### src/rtl/packet_rr_arbiter_pkg.sv
// Shared router arbitration types and helpers.
// Used by the switch/VC arbiters and the VC allocator.
package packet_rr_arbiter_pkg;

    typedef enum logic {
        ARB_UNLOCKED = 1'b0,
        ARB_LOCKED   = 1'b1
    } arb_state_t;

    // A single requester still needs a 1-bit index.
    function automatic int idx_bits(input int n);
        return (n > 1) ? $clog2(n) : 1;
    endfunction

    function automatic int unsigned rr_next(
        input int unsigned idx,
        input int unsigned n
    );
        return (idx + 1 >= n) ? 0 : idx + 1;
    endfunction

endpackage

### src/rtl/packet_rr_arbiter_if.sv
// Request/grant bundle between requesters and the arbiter.
// master = requester side, slave = arbiter side.
interface packet_rr_arbiter_if
    import packet_rr_arbiter_pkg::*;
#(
    parameter int NUM_REQS = 4,
    parameter int IDX_BITS = idx_bits(NUM_REQS)
);
    logic [NUM_REQS-1:0] req_valid;
    logic [NUM_REQS-1:0] req_tail;
    logic                out_ready;
    logic [NUM_REQS-1:0] grant;
    logic                grant_valid;
    logic [IDX_BITS-1:0] grant_index;
    logic                locked;
    logic [IDX_BITS-1:0] owner;

    modport master (
        output req_valid, req_tail, out_ready,
        input  grant, grant_valid, grant_index, locked, owner
    );

    modport slave (
        input  req_valid, req_tail, out_ready,
        output grant, grant_valid, grant_index, locked, owner
    );
endinterface

### src/rtl/packet_rr_arbiter_priority_encoder.sv
// Lowest-set-bit priority encoder; yields 0 for an all-zero input.
// Feeds grant_index from the one-hot grant.
module priority_encoder
    import packet_rr_arbiter_pkg::*;
#(
    parameter int NUM_INPUTS = 4,
    parameter int IDX_BITS   = idx_bits(NUM_INPUTS)
) (
    input  logic [NUM_INPUTS-1:0] req,
    output logic [IDX_BITS-1:0]   idx
);
    always_comb begin
        idx = '0;
        for (int i = NUM_INPUTS - 1; i >= 0; i--) begin
            if (req[i]) idx = IDX_BITS'(i);
        end
    end
endmodule

### src/rtl/packet_rr_arbiter.sv
// Round-robin arbiter that locks onto a requester from head to tail flit.
// Drives the crossbar select and output-VC muxes via grant_index.
module packet_rr_arbiter
    import packet_rr_arbiter_pkg::*;
#(
    parameter int NUM_REQS = 4,
    parameter int IDX_BITS = idx_bits(NUM_REQS)
) (
    input logic                clk,
    input logic                reset,
    packet_rr_arbiter_if.slave bus
);
    arb_state_t          state;
    logic [IDX_BITS-1:0] ptr;
    logic [IDX_BITS-1:0] owner_q;
    logic [NUM_REQS-1:0] rot;
    logic [NUM_REQS-1:0] rr_grant;
    logic [NUM_REQS-1:0] grant_c;
    logic [IDX_BITS-1:0] win_idx;
    logic                found;
    logic                xfer;
    logic                tail;

    function automatic logic [IDX_BITS-1:0] wrap(input int v);
        return IDX_BITS'((v >= NUM_REQS) ? v - NUM_REQS : v);
    endfunction

    // Rotate right by ptr, pick first set bit, rotate the pick back.
    always_comb begin
        rot      = '0;
        rr_grant = '0;
        found    = 1'b0;
        for (int i = 0; i < NUM_REQS; i++) begin
            rot[i] = bus.req_valid[wrap(i + int'(ptr))];
        end
        for (int i = 0; i < NUM_REQS; i++) begin
            if (rot[i] && !found) begin
                found = 1'b1;
                rr_grant[wrap(i + int'(ptr))] = 1'b1;
            end
        end
    end

    always_comb begin
        grant_c = '0;
        if (reset) begin
            grant_c = '0;
        end else if (state == ARB_LOCKED) begin
            grant_c[owner_q] = bus.req_valid[owner_q];
        end else begin
            grant_c = rr_grant;
        end
    end

    priority_encoder #(
        .NUM_INPUTS (NUM_REQS),
        .IDX_BITS   (IDX_BITS)
    ) u_penc (
        .req (grant_c),
        .idx (win_idx)
    );

    assign xfer = (|grant_c) && bus.out_ready;
    assign tail = |(grant_c & bus.req_tail);

    always_ff @(posedge clk) begin
        if (reset) begin
            state   <= ARB_UNLOCKED;
            ptr     <= '0;
            owner_q <= '0;
        end else if (xfer) begin
            unique case (state)
                ARB_UNLOCKED: begin
                    if (tail) begin
                        ptr <= IDX_BITS'(rr_next(32'(win_idx),
                                                 32'(NUM_REQS)));
                    end else begin
                        state   <= ARB_LOCKED;
                        owner_q <= win_idx;
                    end
                end
                ARB_LOCKED: begin
                    if (tail) begin
                        state <= ARB_UNLOCKED;
                        ptr   <= IDX_BITS'(rr_next(32'(owner_q),
                                                   32'(NUM_REQS)));
                    end
                end
                default: state <= ARB_UNLOCKED;
            endcase
        end
    end

    assign bus.grant       = grant_c;
    assign bus.grant_valid = |grant_c;
    assign bus.grant_index = win_idx;
    assign bus.locked      = (state == ARB_LOCKED);
    assign bus.owner       = owner_q;
endmodule
### src/flat_wrapper.sv
// flat-port wrapper written by rule: the top's interface ports become plain ports
module packet_rr_arbiter_flat import packet_rr_arbiter_pkg::*;
#(
    parameter int NUM_REQS = 4,
    parameter int IDX_BITS = idx_bits(NUM_REQS)
)
  (clk, reset, bus_req_valid, bus_req_tail, bus_out_ready, bus_grant, bus_grant_valid, bus_grant_index, bus_locked, bus_owner);
  packet_rr_arbiter_if #(.NUM_REQS(NUM_REQS), .IDX_BITS(IDX_BITS)) bus_i ();
  input logic clk;
  input logic reset;
  input wire logic [$bits(bus_i.req_valid)-1:0] bus_req_valid;
  input wire logic [$bits(bus_i.req_tail)-1:0] bus_req_tail;
  input wire logic [$bits(bus_i.out_ready)-1:0] bus_out_ready;
  output wire logic [$bits(bus_i.grant)-1:0] bus_grant;
  output wire logic [$bits(bus_i.grant_valid)-1:0] bus_grant_valid;
  output wire logic [$bits(bus_i.grant_index)-1:0] bus_grant_index;
  output wire logic [$bits(bus_i.locked)-1:0] bus_locked;
  output wire logic [$bits(bus_i.owner)-1:0] bus_owner;
  assign bus_i.req_valid = bus_req_valid;
  assign bus_i.req_tail = bus_req_tail;
  assign bus_i.out_ready = bus_out_ready;
  assign bus_grant = bus_i.grant;
  assign bus_grant_valid = bus_i.grant_valid;
  assign bus_grant_index = bus_i.grant_index;
  assign bus_locked = bus_i.locked;
  assign bus_owner = bus_i.owner;
  packet_rr_arbiter #(.NUM_REQS(NUM_REQS), .IDX_BITS(IDX_BITS)) u_core (.clk(clk), .reset(reset), .bus(bus_i));
endmodule
### config.mk
export PLATFORM = sky130hd
export DESIGN_NAME = packet_rr_arbiter_flat
export DESIGN_NICKNAME = d
export VERILOG_FILES = /design/src/rtl/packet_rr_arbiter_pkg.sv /design/src/rtl/packet_rr_arbiter_if.sv /design/src/rtl/packet_rr_arbiter_priority_encoder.sv /design/src/rtl/packet_rr_arbiter.sv /design/src/flat_wrapper.sv
export SDC_FILE = /design/constraint.sdc
export NUM_CORES = 1
export LEC_CHECK = 0
export CAP_MARGIN = 5
export CORE_MARGIN = 1
export CORE_UTILIZATION = 35
export CTS_CLUSTER_SIZE = 28
export DETAILED_ROUTE_END_ITERATION = 10
export HOLD_SLACK_MARGIN = 0.08
export PLACE_DENSITY = 0.59
export SLEW_MARGIN = 20
export SYNTH_ARGS = -nofsm -noshare
export SYNTH_HDL_FRONTEND = slang
export SYNTH_SLANG_ARGS = --single-unit
export TNS_END_PERCENT = 5
### constraint.sdc
create_clock -name clk -period 5.4 [get_ports clk]
set_input_delay 0.54 -clock clk [delete_from_list [all_inputs] [get_ports clk]]
set_output_delay 0.54 -clock clk [all_outputs]
set_load 0.01 [all_outputs]
Word level (Yosys, flattened, before mapping)
Index checks and enable logic that the tools add are counted.

Equality and inequality tests: 2. Reduce and logical (&&, ||, !) cells: 16. Bitwise gates (word level): 7. Multiplexer cells: 43. $add $sub $neg: 9. $lt $le $gt $ge: 16.

Operator list (count): 2-bit two-way mux (12); 4-bit two-way mux (6); 3-bit >= comparator (second input constant) (5); 2-bit by 3-bit < comparator with 1-bit output (second input constant) (5); 1-bit two-way mux (14); 4-bit OR (3); 1-bit binary-select mux with 2-bit select (5); 1-bit demux with 2-bit select (5); 2-bit by 1-bit >= comparator with 1-bit output (second input constant) (5); 1-bit logical AND (9); 4-bit bitwise AND (2); 4-bit OR reduction (2); 2-bit by 1-bit subtractor with 2-bit output (second input constant) (4); 2-bit by 1-bit adder with 3-bit output (second input constant) (2); 2-bit by 2-bit adder with 3-bit output (first input constant) (2); 3-bit AND reduction (2); 2-bit one-hot mux with 2 select lines (1); 1-bit by 2-bit adder with 3-bit output (first input constant) (1); 2-bit by 3-bit >= comparator with 1-bit output (second input constant) (1); 1-bit logical NOT (3); 2-bit by 1-bit inequality test with 1-bit output (second input constant) (1); 2-bit inequality test (second input constant) (1); 1-bit inverter (2).

Bits of input ports: 11. Register bits: 5.

Depth between registers and ports, before layout
Gate-level depths: netlist of run 1.

Word-level depth: 25. Depth in mapped cells: 10. Mapped depth without buffers: 10.

By module
From an unflattened synthesis of run 1, not the netlist that was laid out.

Cell total of the unflattened synthesis: 121. Area total of the unflattened synthesis: 1008.5 sq um.

Modules (own cells, without submodules): packet_rr_arbiter (cells each 116, times used 1, area each 980.9 sq um, sequential area each 100.1 sq um); priority_encoder (cells each 5, times used 1, area each 27.5 sq um, sequential area each 0.0 sq um).

Worst setup path after synthesis of run 1
OpenSTA, ideal clock, no wires.

Path type: register to output. From: reg u_core.ptr[0]. To: out bus_grant_index[1]. Arrival: 3.048 ns. Data required time: 4.860 ns. Path buffers: 0. Setup slack: 1.812 ns. Cell stages (with the launch flop): 9. Path through: dfxtp_1 inv_1 ha_1 or3b_1 a2111oi_4 o21ai_0 a311oi_2 nor2_1 nor3_1.

Word-level cells in the longest chain between the ends: 20. Elaborated cells between the ends (all ways): 65. Those cells by class: add/sub (7); order compare (12); mux (33); bitwise (3); reduce/logical (10).

Ends and longest elaborated chain: from (decl) (RTL line packet_rr_arbiter.sv:14) `logic [IDX_BITS-1:0] ptr;`; from (signal assigned) (RTL line packet_rr_arbiter.sv:75) `ptr <= IDX_BITS'(rr_next(32'(win_idx),`; from (signal assigned) (RTL line packet_rr_arbiter.sv:85) `ptr <= IDX_BITS'(rr_next(32'(owner_q),`; parallel branches: the longest is 13 deep, another holds 1-bit by 2-bit adder with 3-bit output; 4-bit two-way mux (*) (RTL line packet_rr_arbiter.sv:37) `if (rot[i] && !found) begin`; 4-bit two-way mux (*) (RTL line packet_rr_arbiter.sv:48) `end else if (state == ARB_LOCKED) begin`; 4-bit two-way mux (*) (RTL line packet_rr_arbiter.sv:46) `if (reset) begin`; named net bus_grant[3] (RTL line flat_wrapper.sv:14) `output wire logic [$bits(bus_i.grant)-1:0] bus_grant;`; 2-bit two-way mux (*) (4 in a row) (RTL line packet_rr_arbiter_priority_encoder.sv:15) `if (req[i]) idx = IDX_BITS'(i);`; to (decl) (RTL line flat_wrapper.sv:16) `output wire logic [$bits(bus_i.grant_index)-1:0] bus_grant_index;`.

Mark *: on every way through the listed nets, which the timed path passes. The select of a mux whose other input is x is not followed.

Worst setup path in the final report of run 1
From: reg u_core.ptr[0]. To: out bus_grant_index[1].

Word-level cells in the longest chain between the ends: 20. Elaborated cells between the ends (all ways): 65. Those cells by class: add/sub (7); order compare (12); mux (33); bitwise (3); reduce/logical (10).

Ends and longest elaborated chain (RTL line): parallel branches: the longest is 13 deep, another holds 1-bit by 2-bit adder with 3-bit output; 4-bit two-way mux (*) (packet_rr_arbiter.sv:37); 4-bit two-way mux (*) (packet_rr_arbiter.sv:48); 4-bit two-way mux (*) (packet_rr_arbiter.sv:46); 2-bit two-way mux (3 in a row) (packet_rr_arbiter_priority_encoder.sv:15); 2-bit two-way mux (*) (packet_rr_arbiter_priority_encoder.sv:15).

Every way passes the cells marked *. The select of a mux whose other input is x is not followed.

==> results of run 1 <==
-- layout make-up --
class	count	share of cell area, %
clock buffer	4	2.23
inverter	6	1.91
multi-input combinational	86	67.1
sequential	5	8.51
tap	30	3.19
timing repair buffer	20	17.0
-- sequential cells by signal, summed over array words and instances (netlist names) --
register           count
u_core.bus.locked      1
u_core.bus.owner       2
u_core.ptr             2
-- cell usage in the layout (no fill, tap or decap), drive strengths merged, types with 5 or more instances in the layout --
cell type,count
or3b,6
a31oi,7
dfxtp,5
clkdlybuf4s50,20
ha,12
inv,6
nor2,8
o21a,5
nand2,12
-- stage by stage --
stage / total power (W) / instance area [µm²] / std cells / util [%]
after floorplan: 0.000389 / 921 / 99 / -
after global placement: 0.000542 / 1150 / 147 / 46.4
after detailed placement: 0.000542 / 1150 / 147 / 46.4
after CTS: 0.000588 / 1180 / 151 / 47.5
after global routing: 0.000643 / 1180 / 151 / 47.5
final: 0.000581 / 1180 / 151 / 47.5
-- worst max-delay path, cell delays in order (launching register included) --
cell and delay, ns:
sky130_fd_sc_hd__dfxtp_1 0.60, sky130_fd_sc_hd__inv_1 0.23, sky130_fd_sc_hd__ha_1 0.41, sky130_fd_sc_hd__or3b_4 0.43, sky130_fd_sc_hd__a2111oi_4 0.43, sky130_fd_sc_hd__o21ai_0 0.22, sky130_fd_sc_hd__a311oi_2 0.45, sky130_fd_sc_hd__nor2_1 0.11
sky130_fd_sc_hd__nor3_1 0.29, sky130_fd_sc_hd__clkdlybuf4s50_1 0.60
-- path summary, 6_finish.rpt --
kind                            slack, ns  cells after the start                   to
worst max-delay path                 0.85                      9   bus_grant_index[1]
worst min-delay path                 0.69                      2        u_core.ptr[0]
worst max register to register       1.57                      9  u_core.bus.owner[0]
worst min register to register       0.69                      2        u_core.ptr[0]
-- per-layer routing --
metal,GRT usage (%),vias to the layer above
li1,-,418
met1,24.2,381
met2,26.9,20
met3,6.61,2
met4,2.19,0
met5,0,-
-- power by group through the flow --
stage                     registers (W)  clock network (W)  logic (W)
after CTS                     0.0000932          0.0000458   0.000449
after global routing          0.0000986          0.0000490   0.000495
after global placement        0.0000924                  0   0.000449
after detailed placement      0.0000941                  0   0.000447
final                         0.0000925          0.0000434   0.000445
after floorplan               0.0000797                  0   0.000309
-- logic make-up after synthesis --
logic type                 synth area share [%]
adders and majority gates                  16.3
and+or+nand+nor                            20.0
AOI/OAI and AO/OA                          33.8
DFF                                        10.9
muxes                                      15.6
buffers and inverters                      3.40
==> load_flow_metrics.sql, run 1 <==
INSERT INTO impl_metrics (metric_group, metric, value, unit) VALUES
('placement', 'place.port_buffers', '20', ''),
('drt', 'ant_nets', '0', ''),
('die', 'design.die.area', '2840', 'µm²'),
('clocking', 'tritoncts_clock_tree', 'yes', ''),
('clocking', 'holdBufCountCts', '0', ''),
('logic_synthesis', 'syn-num-nets', '122', ''),
('timing', 'setup_tns', '0', 'ns'),
('logic_synthesis', 'yosys.area.top_type', 'sky130_fd_sc_hd__ha_1', ''),
('job', 'drv.max_cap_violation_count', '0', ''),
('timing', 'tmin_final', '4.55', 'ns'),
('power_and_ir_drop', 'share_comb_of_total_power', '76.6', '%'),
('timing', 'max-slew-margin-rel', '64.7', '%'),
('layout', 'ff_latch_area', '100', 'µm²'),
('logic_synthesis', 'post_synth.cell_area_avg', '9.30', 'µm²'),
('drt', 'met1Wirelength', '1070', 'µm'),
('die', 'die_h', '53.3', 'µm'),
('drt', 'detail_route.first_pass.iterations', '4', ''),
('critical_path', 'startpoint_type', 'flip-flop', ''),
('die', 'initial_core_util', '37.2', '%'),
('layout', 'fillCellCount', '247', ''),
('clocking', 'cts.repair_timing.setup_buffer_count', '0', ''),
('die', 'core_area', '2480', 'µm²'),
('timing', 'maximum_clock_frequency', '220', 'MHz'),
('logic_synthesis', 'post_synth_most_frequent_cells', 'sky130_fd_sc_hd__ha_1 (12), sky130_fd_sc_hd__nand2_1 (12), sky130_fd_sc_hd__nor2_1 (8)', ''),
('timing', 'finalHoldViolations', '0', ''),
('power_and_ir_drop', 'power.sequential.fraction', '15.9', '%'),
('critical_path', 'timing.setup.critical_path_class', 'reg2out', ''),
('clocking', 'cts_inserted_buffers', '3', ''),
('logic_synthesis', 'netlist.area_leader.share', '16.3', '%'),
('power_and_ir_drop', 'internal_power', '0.000305', 'W'),
('clocking', 'cts.sinks', '5', ''),
('grt', 'grt_max_degree', '16', ''),
('clocking', 'clk_path_buf_depth', '2', ''),
('critical_path', 'critical_path.endpoint_type', 'output pin', ''),
('critical_path', 'cp_max_fo', '10', ''),
('critical_path', 'worst_ep_required_time', '4.86', 'ns'),
('grt', 'track_usage', '17.8', '%'),
('grt', 'overflow_left_after_global_routing', '0', ''),
('logic_synthesis', 'synth_sequential_area_ratio', '10.9', '%'),
('drt', 'detail_route.drc_violations', '0', ''),
('power_and_ir_drop', 'net-switching-power', '0.000276', 'W'),
('timing', 'rsz0062_at_grt', 'false', ''),
('worst_hold_path', 'timing.hold.worst.class', 'reg2reg', ''),
('logic_synthesis', 'synth.distinct_cells', '35', ''),
('power_and_ir_drop', 'worst_ir_drop_vdd', '0.376', 'mV'),
('power_and_ir_drop', 'p_leak', '0.409', 'nW'),
('timing', 'setup_slack', '0.849', 'ns'),
('placement', 'hpwl', '1820', 'µm'),
('die', 'ios', '21', ''),
('clocking', 'cts-htree-levels', '1', ''),
('clocking', 'ctsRootBufferMaster', 'sky130_fd_sc_hd__clkbuf_4', ''),
('grt', 'via_count_of_the_first_global_routing_pass', '773', ''),
('placement', 'place_ws', '1.06', 'ns'),
('timing', 'worstMarginPinSlew', '0.524', 'ns'),
('critical_path', 'cp-startpoint', 'u_core.ptr[0]', ''),
('drt', 'dr.first_iter.drc_count', '15', ''),
('layout', 'design.final.nets', '145', ''),
('logic_synthesis', 'async_set_reset_flop_share_out_of_synthesis', '0', '%'),
('logic_synthesis', 'syn_area', '921', 'µm²'),
('worst_hold_path', 'min-delay-start', 'u_core.ptr[0]', ''),
('power_and_ir_drop', 'clkPwrFrac', '7.5', '%'),
('timing', 'post-route-period-util', '84.3', '%'),
('timing', 'setup_violations', '0', ''),
('outcome', 'run_status', 'complete, no violations', ''),
('clocking', 'clock_insertion_delay_worst_skew', '0.24', 'ns'),
('layout', 'multiInputGateArea', '790', 'µm²'),
('timing', 'fin_hold_ws', '0.689', 'ns'),
('drt', 'routed_via_density', '5.44', ''),
('clocking', 'path_clk_slew', '0.04', 'ns'),
('layout', 'flow.area_growth_from_synthesis', '27.7', '%'),
('die', 'rows', '18', '');
(Power assumes the default switching activity.)
==> run 2, diff against run 1 <==
==> constraint.sdc (replaced) <==
create_clock -name clk -period 4.64 [get_ports clk]
set_input_delay 0.464 -clock clk [delete_from_list [all_inputs] [get_ports clk]]
set_output_delay 0.464 -clock clk [all_outputs]
set_load 0.01 [all_outputs]
==> run 2 against run 1 <==
  * Global-route usage decreased by 1.1 points
  * Non-clock buffer count increased by 1
  * Sequential power increased by 3.7%
  * Register-to-register slack got worse by 0.52 ns
  * Die area unchanged
  * Worst setup slack got worse by 0.39 ns
  * Critical path depth unchanged
  * Largest cell class unchanged
  * Via count decreased by 0.49%
==> load_flow_metrics.sql, run 2 (same netlist as run 1, synthesis figures left out) <==
INSERT INTO impl_metrics (metric_group, metric, value, unit) VALUES
('placement', 'inst_count_dp', '148', ''),
('die', 'fp.dieW', '53.3', 'µm'),
('critical_path', 'cp_arrival', '3.72', 'ns'),
('placement', 'hpwl', '1740', 'µm'),
('clocking', 'cts-htree-levels', '1', ''),
('critical_path', 'worst_ep_required_time', '4.18', 'ns'),
('grt', 'via_count_of_the_first_global_routing_pass', '774', ''),
('timing', 'fin_hold_ws', '0.671', 'ns'),
('clocking', 'cts_inserted_buffers', '3', ''),
('worst_hold_path', 'whs_path_depth', '3', ''),
('die', 'die_h', '53.3', 'µm'),
('layout', 'flow.area_growth_from_synthesis', '28.5', '%'),
('power_and_ir_drop', 'power_density', '576', 'nW/µm²'),
('clocking', 'clock_insertion_delay_worst_skew', '0.24', 'ns'),
('drt', 'detail_route.first_pass.iterations', '4', ''),
('clocking', 'cts.sinks', '5', ''),
('layout', 'layout-drive-gt1-share', '18.0', '%'),
('timing', 'setup_violations', '0', ''),
('placement', 'place.port_buffers', '20', ''),
('timing', 'post-route-period-util', '90.2', '%'),
('grt', 'grt_use_met1', '19.3', '%'),
('critical_path', 'critical_path.reg2reg.startpoint', 'u_core.ptr[1]', ''),
('timing', 'maximum_clock_frequency', '239', 'MHz'),
('die', 'rows', '18', ''),
('worst_hold_path', 'min-delay-start', 'u_core.ptr[0]', ''),
('drt', 'detail_route.wl_per_cell', '13.7', 'µm'),
('layout', 'design.final.nets', '146', ''),
('critical_path', 'critical_path.endpoint_type', 'output pin', ''),
('grt', 'most_congested_layer_reported_by_global_routing', 'met2', ''),
('die', 'design.die.area', '2840', 'µm²'),
('clocking', 'post_cts_resize_count', '0', ''),
('timing', 'slew_violations', '0', ''),
('timing', 'finalHoldViolations', '0', ''),
('job', 'drv.max_cap_violation_count', '0', ''),
('grt', 'antenna_found_initial', '0', ''),
('outcome', 'run_status', 'complete, no violations', ''),
('clocking', 'clk_path_buf_depth', '2', ''),
('drt', 'routed_via_density', '5.38', ''),
('grt', 'track_usage', '16.6', '%'),
('clocking', 'cts.repair_timing.setup_buffer_count', '0', ''),
('grt', 'first_pass_grt_wire_length', '3400', 'µm'),
('timing', 'finalClockSkew', '0.00345', 'ns'),
('critical_path', 'timing.reg2reg.worst_path_depth', '9', ''),
('timing', 'setup_slack', '0.455', 'ns'),
('placement', 'place_ws', '0.639', 'ns'),
('critical_path', 'r2r_end', 'u_core.bus.owner[1]', ''),
('layout', 'final_common_cell', 'sky130_fd_sc_hd__clkdlybuf4s50_1', ''),
('timing', 'rsz0062_at_grt', 'false', ''),
('power_and_ir_drop', 'p_leak', '0.414', 'nW'),
('layout', 'insertedDiodeCount', '0', ''),
('timing', 'tmin_final', '4.18', 'ns'),
('clocking', 'path_clk_slew', '0.04', 'ns'),
('grt', 'grtUsageMet2', '30.0', '%'),
('grt', 'grt_max_degree', '16', ''),
('worst_hold_path', 'timing.hold.worst.class', 'reg2reg', ''),
('critical_path', 'startpoint_type', 'flip-flop', ''),
('clocking', 'tritoncts_clock_tree', 'yes', ''),
('power_and_ir_drop', 'worst_ir_drop_vdd', '0.420', 'mV'),
('clocking', 'holdBufCountCts', '0', ''),
('placement', 'finalWeightedCongestion', '0.776', ''),
('drt', 'via_count', '817', ''),
('layout', 'finish.cell_count_without_fillers', '152', ''),
('power_and_ir_drop', 'power.total', '0.000682', 'W'),
('grt', 'overflow_left_after_global_routing', '0', ''),
('grt', 'grt_util_met3', '6.61', '%'),
('critical_path', 'timing.setup.critical_path_class', 'reg2out', ''),
('critical_path', 'cp_max_fo', '7', ''),
('timing', 'setup_tns', '0', 'ns'),
('critical_path', 'cp-startpoint', 'u_core.ptr[1]', ''),
('critical_path', 'critical-path-slowest-cell', 'sky130_fd_sc_hd__clkdlybuf4s50_1', ''),
('worst_hold_path', 'whs_endpoint', 'u_core.ptr[0]', ''),
('timing', 'worstMarginPinSlew', '0.502', 'ns'),
('clocking', 'ctsRootBufferMaster', 'sky130_fd_sc_hd__clkbuf_4', ''),
('drt', 'drt-total-wl', '2090', 'µm'),
('die', 'initial_core_util', '37.2', '%'),
('critical_path', 'worstPathCellList', 'inv_1, ha_1, or3b_1, a2111oi_4, o21ai_0, a311oi_2, nor2_1, nor3_1, clkdlybuf4s50_1', ''),
('critical_path', 'critPathMaxStageDelay', '0.58', 'ns'),
('die', 'ios', '21', ''),
('layout', 'final_cell_mix', 'sky130_fd_sc_hd__clkdlybuf4s50_1 (20), sky130_fd_sc_hd__nand2_1 (12), sky130_fd_sc_hd__ha_1 (12)', ''),
('die', 'core_area', '2480', 'µm²'),
('drt', 'detail_route.drc_violations', '0', ''),
('drt', 'ant_nets', '0', ''),
('timing', 'max-slew-margin-rel', '66.4', '%'),
('drt', 'dr.first_iter.drc_count', '4', ''),
('critical_path', 'reg2reg_setup_slack', '1.05', 'ns');
==> run 2: report_power, final <==
part	internal, W	switching [W]	total (W)	leakage, nW
clock	0.0000325	0.0000178	0.0000504	0.0150
combinational	0.000267	0.000269	0.000535	0.359
sequential	0.0000602	0.0000357	0.0000959	0.0408
total	0.000359	0.000322	0.000682	0.414
==> run 2: final cells by class <==
class	count	area [µm²]
multi-input cells	86	790
fillers	253	1290
flip-flops and latches	5	100
repair buffers	21	208
clock buffers	4	26.3
inverters	6	22.5
well taps	30	37.5
==> run 2: per-stage QoR <==
stage	cell area, µm²	utilization [%]
floorplan	921	-
global placement	1160	46.7
detailed placement	1160	46.7
CTS	1180	47.8
global route	1180	47.8
finish	1180	47.8
==> run 2: worst max-delay path by stage <==
stage	end	slack [ns]	cells past startpoint
finish	bus_grant_index[1]	0.46	9
global route	bus_grant_index[1]	0.18	9
CTS	bus_grant_index[1]	0.44	9
detailed placement	bus_grant_index[1]	0.64	8
global placement	bus_grant_index[1]	0.71	8
floorplan	u_core.bus.owner[0]	1.06	9
==> run 2: routing by layer <==
metal | wire [µm] | share of wire [%]
met3 | 78 | 3.7
met5 | 0 | 0
met1 | 1020 | 49
met4 | 0 | 0
met2 | 984 | 47
==> run 2: worst max-delay path: cells and delay by family, from the launching register on <==
family,cells,cell delay (ns)
flops,1,0.47
buf+inv,2,0.75
compound gates,3,1.08
fa+ha+maj,1,0.38
simple gates,3,0.82
==> run 3, diff against run 2 <==
--- a/config.mk
+++ b/config.mk
@@ -10,8 +10,9 @@
 export CORE_UTILIZATION = 35
 export CTS_CLUSTER_SIZE = 28
 export DETAILED_ROUTE_END_ITERATION = 10
+export DONT_BUFFER_PORTS = 1
 export HOLD_SLACK_MARGIN = 0.08
-export PLACE_DENSITY = 0.59
+export PLACE_DENSITY = 0.49
 export SLEW_MARGIN = 20
 export SYNTH_ARGS = -nofsm -noshare
 export SYNTH_HDL_FRONTEND = slang
==> run 3 against run 2 <==
  * Maximum frequency is 6.8% higher
  * Critical path type unchanged
  * Clock skew is 0.0027 ns lower
  * Combinational power is 17% lower
  * Highest routed layer is now met4
  * Via count is 3.2% lower
  * Total power is 12% lower
  * First-iteration DRC count grew to 7.3 times the previous value
  * Worst hold slack worse by 0.38 ns
  * Utilization is 7.8 points lower
  * Clock power is 3% higher
  * Sequential share of layout area is 1.6 points higher
  * Largest cell class unchanged
  * Worst setup slack better by 0.27 ns
  * Sequential cell count stayed put
==> load_flow_metrics.sql, run 3 (same netlist as run 1, synthesis figures left out) <==
INSERT INTO impl_metrics (metric_group, metric, value, unit) VALUES
('drt', 'dr.first_iter.drc_count', '29', ''),
('clocking', 'post_cts_resize_count', '0', ''),
('layout', 'layout-drive-gt1-share', '22.3', '%'),
('job', 'drv.max_cap_violation_count', '0', ''),
('drt', 'detail_route.first_pass.iterations', '4', ''),
('timing', 'setup_tns', '0', 'ns'),
('layout', 'multiInputGateArea', '790', 'µm²'),
('drt', 'ant_nets', '0', ''),
('timing', 'max-slew-margin-rel', '57.9', '%'),
('die', 'core_area', '2480', 'µm²'),
('timing', 'setup_violations', '0', ''),
('timing', 'maximum_clock_frequency', '255', 'MHz'),
('grt', 'grt_max_degree', '16', ''),
('power_and_ir_drop', 'power_density', '604', 'nW/µm²'),
('timing', 'finalClockSkew', '0.000800', 'ns'),
('layout', 'insertedDiodeCount', '0', ''),
('power_and_ir_drop', 'worst_ir_drop_vdd', '0.279', 'mV'),
('critical_path', 'cp_max_fo', '7', ''),
('clocking', 'cts-htree-levels', '1', ''),
('drt', 'detail_route.wl_per_cell', '17.1', 'µm'),
('critical_path', 'timing.setup.critical_path_class', 'reg2out', ''),
('outcome', 'run_status', 'complete, no violations', ''),
('clocking', 'holdBufCountCts', '0', ''),
('die', 'die_h', '53.3', 'µm'),
('critical_path', 'cp_arrival', '3.46', 'ns'),
('die', 'design.die.area', '2840', 'µm²'),
('timing', 'post-route-period-util', '84.5', '%'),
('power_and_ir_drop', 'p_leak', '0.345', 'nW'),
('clocking', 'clk_path_buf_depth', '2', ''),
('power_and_ir_drop', 'clkPwrFrac', '8.7', '%'),
('timing', 'slew_violations', '0', ''),
('layout', 'ff_latch_area', '100', 'µm²'),
('clocking', 'clock_insertion_delay_worst_skew', '0.25', 'ns'),
('die', 'fp.dieW', '53.3', 'µm'),
('die', 'rows', '18', ''),
('power_and_ir_drop', 'internal_power', '0.000278', 'W'),
('drt', 'via_count', '791', ''),
('placement', 'hpwl', '1810', 'µm'),
('die', 'initial_core_util', '37.2', '%'),
('clocking', 'path_clk_slew', '0.04', 'ns'),
('grt', 'first_pass_grt_wire_length', '3480', 'µm'),
('timing', 'finalHoldViolations', '0', ''),
('power_and_ir_drop', 'power.sequential.fraction', '17.2', '%'),
('timing', 'worstMarginPinSlew', '0.632', 'ns'),
('drt', 'drt-total-wl', '2270', 'µm'),
('layout', 'flow.area_growth_from_synthesis', '7.61', '%'),
('placement', 'inst_count_dp', '129', ''),
('drt', 'routed_via_density', '5.95', ''),
('timing', 'tmin_final', '3.92', 'ns'),
('timing', 'rsz0062_at_grt', 'false', ''),
('placement', 'place_ws', '0.965', 'ns'),
('critical_path', 'critical_path.endpoint_type', 'output pin', ''),
('layout', 'finish.cell_count_without_fillers', '133', ''),
('clocking', 'tritoncts_clock_tree', 'yes', ''),
('clocking', 'ctsRootBufferMaster', 'sky130_fd_sc_hd__clkbuf_4', ''),
('critical_path', 'startpoint_type', 'flip-flop', ''),
('power_and_ir_drop', 'net-switching-power', '0.000320', 'W'),
('clocking', 'cts_inserted_buffers', '3', ''),
('clocking', 'cts.sinks', '5', ''),
('grt', 'via_count_of_the_first_global_routing_pass', '742', ''),
('placement', 'finalWeightedCongestion', '0.901', ''),
('layout', 'design.final.nets', '127', ''),
('layout', 'fillCellCount', '264', ''),
('placement', 'place_area', '965', 'µm²'),
('layout', 'final_cell_mix', 'sky130_fd_sc_hd__nand2_1 (12), sky130_fd_sc_hd__ha_1 (12), sky130_fd_sc_hd__nor2_1 (8)', ''),
('grt', 'antenna_found_initial', '0', ''),
('placement', 'place.port_buffers', '0', ''),
('clocking', 'cts.repair_timing.setup_buffer_count', '0', ''),
('grt', 'track_usage', '17.4', '%'),
('power_and_ir_drop', 'share_comb_of_total_power', '74.1', '%'),
('timing', 'setup_slack', '0.720', 'ns'),
('layout', 'final_area', '991', 'µm²'),
('grt', 'overflow_left_after_global_routing', '0', ''),
('critical_path', 'worst_ep_required_time', '4.18', 'ns'),
('worst_hold_path', 'timing.hold.worst.class', 'in2reg', ''),
('power_and_ir_drop', 'switching_share', '53.5', '%'),
('drt', 'detail_route.drc_violations', '0', ''),
('die', 'ios', '21', '');
[run 3: cell count changes in the layout (fill, tap and decap cells not counted)]
cell	before	now
sky130_fd_sc_hd__clkdlybuf4s50_1	20	0
sky130_fd_sc_hd__buf_4	1	2
[run 3: worst paths after layout]
| kind | startpoint | end | slack, ns | depth (start not counted) |
|---|---|---|---|---|
| worst max-delay path | u_core.ptr[1] | bus_grant_index[1] | 0.72 | 8 |
| worst min-delay path | reset | u_core.bus.locked | 0.29 | 1 |
| worst max register to register | u_core.ptr[1] | u_core.bus.owner[0] | 0.93 | 9 |
| worst min register to register | u_core.ptr[0] | u_core.ptr[0] | 0.67 | 3 |
[run 3: per-layer routing]
metal	part of all wire, %	track usage [%]	vias up	wire (µm)
li1	-	-	384	-
met1	46	20.8	370	1040
met2	47	30.4	34	1060
met3	7.2	4.60	3	163
met4	0.40	3.95	0	9
met5	0	0	-	0
[run 3: worst max-delay path: stages (launching register included)]
cell and delay (ns):
sky130_fd_sc_hd__dfxtp_1 0.45, sky130_fd_sc_hd__inv_1 0.16, sky130_fd_sc_hd__ha_1 0.37, sky130_fd_sc_hd__or3b_1 0.43
sky130_fd_sc_hd__a2111oi_4 0.46, sky130_fd_sc_hd__o21ai_0 0.20, sky130_fd_sc_hd__a311oi_2 0.57, sky130_fd_sc_hd__nor2_1 0.11
sky130_fd_sc_hd__nor3_1 0.45
[run 3: layout make-up]
class	instances	share of cell area, %
multi-input cells	86	79.7
flip-flops and latches	5	10.1
well taps	30	3.79
clock buffers	4	2.65
inverters	6	2.27
repair buffers	2	1.52
[run 3: stage by stage]
| step | util [%] | hold slack [ns] | power [W] |
|---|---|---|---|
| 5_1_grt | 40.0 | 0.284 | 0.000652 |
| 2_1_floorplan | - | 0.616 | 0.000452 |
| 3_5_place_dp | 38.9 | 0.542 | 0.000546 |
| 3_3_place_gp | 38.9 | 0.542 | 0.000542 |
| 6_report | 40.0 | 0.287 | 0.000599 |
| 4_1_cts | 40.0 | 0.285 | 0.000600 |
[run 3: power by group through the flow]
stage / registers [W] / logic, W / clock network, W
5_1_grt: 0.000108 / 0.000489 / 0.0000556
3_3_place_gp: 0.000103 / 0.000439 / 0
3_5_place_dp: 0.000104 / 0.000442 / 0
6_report: 0.000103 / 0.000444 / 0.0000520
2_1_floorplan: 0.0000928 / 0.000360 / 0
4_1_cts: 0.000103 / 0.000444 / 0.0000534
